**config.mk**
```make
export PLATFORM = sky130hd
export DESIGN_NAME = ifetch_queue
export DESIGN_NICKNAME = d
export VERILOG_FILES = /design/src/rtl/ifetch_queue.sv
export SDC_FILE = /design/constraint.sdc
export NUM_CORES = 1
export LEC_CHECK = 0
export ABC_AREA = 1
export CORE_ASPECT_RATIO = 1.25
export CORE_MARGIN = 4
export CORE_UTILIZATION = 44
export DETAILED_ROUTE_END_ITERATION = 10
export SLEW_MARGIN = 10
export SYNTH_ARGS = -nofsm -noshare
export SYNTH_HDL_FRONTEND = slang
export SYNTH_SLANG_ARGS = --single-unit
```
**constraint.sdc**
```tcl
create_clock -name clk -period 6.4 [get_ports clk]
set_input_delay 1.28 -clock clk [delete_from_list [all_inputs] [get_ports clk]]
set_output_delay 1.28 -clock clk [all_outputs]
set_load 0.03 [all_outputs]
```
**src/rtl/ifetch_queue.sv**
```systemverilog
// Instruction fetch initiator: owns the fetch PC, buffers returned IM words in a
// small prefetch FIFO and hands them to decode over valid/ready, with redirect and halt.
module ifetch_queue #(
    parameter int unsigned   AW       = 16,
    parameter int unsigned   DW       = 32,
    parameter int unsigned   DEPTH    = 4,
    parameter logic [AW-1:0] RESET_PC = '0
) (
    input  logic          clk,
    input  logic          rst_f,
    output logic [AW-1:0] im_addr,
    input  logic [DW-1:0] im_data,
    input  logic          redirect_valid,
    input  logic [AW-1:0] redirect_addr,
    input  logic          halt_req,
    output logic          instr_valid,
    input  logic          instr_ready,
    output logic [DW-1:0] instr_data,
    output logic [AW-1:0] instr_pc,
    output logic          fetch_idle
);

    localparam int unsigned PW = $clog2(DEPTH);
    localparam int unsigned CW = PW + 1;

    typedef enum logic [1:0] {
        S_IDLE = 2'd0,
        S_RUN  = 2'd1,
        S_STOP = 2'd2
    } state_t;

    state_t        state, state_nxt;
    logic [AW-1:0] fetch_pc, fetch_pc_nxt;
    logic [CW-1:0] count, count_nxt;
    logic [PW-1:0] rd_ptr, rd_ptr_nxt;
    logic [PW-1:0] wr_ptr, wr_ptr_nxt;
    logic [AW-1:0] pc_mem   [DEPTH];
    logic [DW-1:0] data_mem [DEPTH];
    logic          pop;
    logic          push;
    logic          valid_nxt;
    logic          idle_nxt;
    logic [AW-1:0] head_pc_nxt;
    logic [DW-1:0] head_data_nxt;

    // IM address is the fetch PC register itself
    assign im_addr = fetch_pc;

    // Next-state, FIFO bookkeeping and next head contents
    always_comb begin
        state_nxt     = state;
        fetch_pc_nxt  = fetch_pc;
        count_nxt     = count;
        rd_ptr_nxt    = rd_ptr;
        wr_ptr_nxt    = wr_ptr;
        push          = 1'b0;
        pop           = instr_valid & instr_ready;
        head_pc_nxt   = '0;
        head_data_nxt = '0;

        case (state)
            S_IDLE: state_nxt = halt_req ? S_STOP : S_RUN;
            S_RUN: begin
                if (halt_req) begin
                    state_nxt = S_STOP;
                end else begin
                    push = (count < CW'(DEPTH)) || pop;
                end
            end
            S_STOP: begin
                if (!halt_req) begin
                    state_nxt = S_RUN;
                end
            end
            default: state_nxt = S_IDLE;
        endcase

        // Redirect wins over everything: flush, restart at the new address
        if (redirect_valid) begin
            state_nxt    = S_RUN;
            push         = 1'b0;
            fetch_pc_nxt = redirect_addr;
            count_nxt    = '0;
            rd_ptr_nxt   = '0;
            wr_ptr_nxt   = '0;
        end else begin
            if (push) begin
                fetch_pc_nxt = fetch_pc + AW'(1);
                wr_ptr_nxt   = wr_ptr + PW'(1);
            end
            if (pop) begin
                rd_ptr_nxt = rd_ptr + PW'(1);
            end
            case ({push, pop})
                2'b10:   count_nxt = count + CW'(1);
                2'b01:   count_nxt = count - CW'(1);
                default: count_nxt = count;
            endcase
        end

        // Head bypass when the word being pushed becomes the new head
        if (push && (wr_ptr == rd_ptr_nxt)) begin
            head_pc_nxt   = fetch_pc;
            head_data_nxt = im_data;
        end else begin
            head_pc_nxt   = pc_mem[rd_ptr_nxt];
            head_data_nxt = data_mem[rd_ptr_nxt];
        end

        valid_nxt = (count_nxt != '0);
        idle_nxt  = (state_nxt != S_RUN) && (count_nxt == '0);
    end

    // Control state and registered outputs
    always_ff @(posedge clk or negedge rst_f) begin
        if (!rst_f) begin
            state       <= S_IDLE;
            fetch_pc    <= RESET_PC;
            count       <= '0;
            rd_ptr      <= '0;
            wr_ptr      <= '0;
            instr_valid <= 1'b0;
            instr_pc    <= '0;
            instr_data  <= '0;
            fetch_idle  <= 1'b1;
        end else begin
            state       <= state_nxt;
            fetch_pc    <= fetch_pc_nxt;
            count       <= count_nxt;
            rd_ptr      <= rd_ptr_nxt;
            wr_ptr      <= wr_ptr_nxt;
            instr_valid <= valid_nxt;
            instr_pc    <= head_pc_nxt;
            instr_data  <= head_data_nxt;
            fetch_idle  <= idle_nxt;
        end
    end

    // FIFO storage; contents are qualified by count so no reset is needed
    always_ff @(posedge clk) begin
        if (push) begin
            pc_mem[wr_ptr]   <= fetch_pc;
            data_mem[wr_ptr] <= im_data;
        end
    end

endmodule

```
==> summary.txt <==
Power
  • Power per Cell Area: 350.5 mW/mm²
  • Leakage power: 6.362 nW
  • Pwr Total: 5.019 mW
  • Maximum VDD drop: 0.3022 mV

Route
  • Initial DRC Count: 638
  • Vias: 8470
  • DR pass1 iterations: 4
  • DRC violations left: 0
  • Post-DRT Antenna Nets: 0
  • Wirelength per Cell: 17.26 µm
  • WL final: 28590 µm
  • Via density: 5.115

Worst setup path
  • Max stage delay cell, worst path: clkdlybuf4s50_1
  • Internal reg-to-reg setup slack: 3.28 ns
  • Worst Setup End Kind: flop
  • Critical path class: primary input to flop
  • Buffers & Inverters on Critical Path: 3
  • Worst path top cell family by delay: buffers and inverters
  • CP arrival: 4.44 ns
  • Startpoint types: primary input
  • CP dominant cell by count: nand2_1
  • Largest stage delay on the critical path: 0.76 ns
  • Worst-path cell chain: clkdlybuf4s50_1, inv_4, nand2_1, nor2_4, buf_4, nand3_1, nand2_1, nand2_1, nand2_1
  • Worst-path fanout max: 52
  • WP data required: 6.86 ns

Timing
  • Setup Viol. Count Final: 0
  • Fin crit share: 0.6215
  • Tightest Pin Transition: 1.202 ns
  • Sum Neg Setup Slack: 0 ns
  • RSZ-0062 raised after global routing: false
  • Rel. slew slack: 0.1957
  • FMAX: 251.4 MHz
  • Hold slack: 0.5527 ns
  • Hold Violations, Final: 0
  • Setup skew after layout: 0.007293 ns
  • Pins Over Slew Limit: 0
  • Final worst setup slack: 2.423 ns
  • Final critical-path required period: 3.977 ns

Floorplanning
  • Die area: 0.02961 mm²
  • FP Rows: 66
  • Core area: 0.02626 mm²
  • Die Span Y: 191.4 µm
  • Die width: 154.7 µm
  • IO Count: 119
  • Initial core utilization: 0.4509

CTS
  • Number of gates resized after CTS: 0
  • CTS tree: done
  • CTS root buf: clkbuf_16
  • Worst-path clk slew: 0.06 ns
  • Clock Tree Buf Depth: 3
  • Hold buffer count at CTS: 0
  • Clock sinks: 267
  • Clock buffer count from CTS: 27
  • Postcts setup bufs: 0
  • Skew-Pair Late Insertion Delay: 0.52 ns
  • H-Tree Depth: 1

Placed design
  • Port Buffers: 118
  • RePlAce Congestion: 0.7413
  • DPL Wire Length: 15520 µm
  • Pre-CTS setup slack: 1.858 ns
  • DP Area: 0.01334 mm²

Global route
  • First-pass GRT wire length: 45390 µm
  • Largest net degree at the start of global routing: 98
  • Initial antenna violation count: 0
  • Vias in the first global route: 8498
  • Overflow left after global routing: 0
  • All-Layer GR Usage: 0.1920

Cells and area
  • Ratio of cells with drive above 1 in the final layout: 0.05927
  • N_diodes: 0
  • Final #Nets: 1356
  • Area Growth Syn to Fin: 20.94%
  • Finished layout cell area: 0.01432 mm²

Synth
  • Sequential area share after synthesis: 0.6456
  • Post-synthesis cell area: 0.01184 mm²
  • Cells after Synth: 1201
  • Seq cells post-synth: 267
  • Post-synth cell types: 27
  • Mapped Nets: 1261
  • Avg Inst Size Synth: 9.859 µm²
  • Synth warn: 0

Status
  • Outcome: completed

Min path
  • Worst hold path class: flop to flop

Job
  • Max-cap violations: 0
worst min-delay path, delay by kind of cell (launching register included):
kind / cells / cell delay, ns
flip-flops: 1 / 0.35
AND/OR/NAND/NOR: 2 / 0.10
buffers and inverters: 1 / 0.07
cells in the mapped netlist:
master | n | area (µm²)
nand2_1 | 311 | 1167
inv_1 | 223 | 837.1
edfxtp_1 | 192 | 5766
nand3_1 | 168 | 840.8
nand4_1 | 98 | 613.1
dfrtp_1 | 74 | 1852
clkbuf_1 | 27 | 101.4
buf_2 | 24 | 120.1
nor2_1 | 23 | 86.33
buf_1 | 12 | 45.04
o21ai_0 | 7 | 35.03
buf_4 | 6 | 45.04
ha_1 | 6 | 75.07
xor2_1 | 6 | 52.55
o211ai_1 | 5 | 37.54
nor3_1 | 3 | 15.01
o21bai_1 | 3 | 22.52
a31oi_1 | 2 | 12.51
nand3_2 | 2 | 20.02
xnor2_1 | 2 | 17.52
clkinv_1 | 1 | 3.750
dfstp_2 | 1 | 26.28
fa_1 | 1 | 20.02
inv_2 | 1 | 3.750
nand3b_1 | 1 | 7.510
nor2_2 | 1 | 6.260
nor2_4 | 1 | 11.26
flip-flops by register name, summed over array words and instances, names as in the netlist:
register and count:
state 2, data_mem 128, wr_ptr 2, fetch_idle 1
rd_ptr 2, pc_mem 64, instr_valid 1, count 3
instr_pc 16, instr_data 32, im_addr 16
layout make-up:
cell class	count	area, µm²
clock buffers	30	706.9
clock inverters	19	270.3
fillers	2303	11940
inverters	225	847.1
multi-input cells	640	3120
flip-flops and latches	267	7644
well taps	340	425.4
repair buffers	135	1306
layout by cell type (no fill, tap or decap), types with 3 or more instances in the layout:
cell type and instances:
nand2_1 308, inv_1 223, edfxtp_1 192, nand3_1 166
clkdlybuf4s50_1 117, nand4_1 98, dfrtp_1 74, clkbuf_16 27
nor2_1 18, buf_4 18, nor2_4 7, o21ai_0 7
bufinv_16 7, xor2_1 6, ha_1 6, clkinv_2 6
clkinv_1 5, o211ai_1 5, nor3_1 3, o21bai_1 3
power by group:
part / internal [mW] / leakage [nW] / switching, mW
Combinational: 0.402 / 3.25 / 0.759
Clock: 1.07 / 0.477 / 0.649
Sequential: 2.03 / 2.63 / 0.109
Total: 3.50 / 6.36 / 1.52
through the flow:
| stage | util | std cells |
|---|---|---|
| after floorplan | - | 1201 |
| after global placement | 0.5081 | 1607 |
| after detailed placement | 0.5081 | 1607 |
| after CTS | 0.5453 | 1656 |
| after global routing | 0.5453 | 1656 |
| final | 0.5453 | 1656 |
cell families after synthesis:
logic type	after synthesis	synth area share
xor gates and xnor gates	8	0.005918
buffers and inverters	294	0.09764
adders and majority gates	7	0.008031
DFF	267	0.6456
AOI/OAI and AO/OA	17	0.009088
and+or+nand+nor	608	0.2338
per-layer routing:
| layer | vias to the layer above | share of wire | global-route usage |
|---|---|---|---|
| met5 | - | 0 | 0 |
| met4 | 0 | 0.022 | 0.06014 |
| met3 | 49 | 0.050 | 0.02400 |
| met2 | 215 | 0.51 | 0.3344 |
| met1 | 4073 | 0.42 | 0.2511 |
| li1 | 4133 | - | - |
final timing paths:
check | from | depth (start not counted) | to
max | redirect_valid | 9 | instr_data[15]$_DFF_PN0_
min | state[1]$_DFF_PN0_ | 3 | state[1]$_DFF_PN0_
max reg2reg | rd_ptr[0]$_DFF_PN0_ | 8 | instr_data[9]$_DFF_PN0_
min reg2reg | state[1]$_DFF_PN0_ | 3 | state[1]$_DFF_PN0_
max in group asynchronous | rst_f | 2 | instr_data[30]$_DFF_PN0_
min in group asynchronous | rst_f | 1 | im_addr[14]$_DFFE_PN0P_
Power figures use the tool's default switching activity.
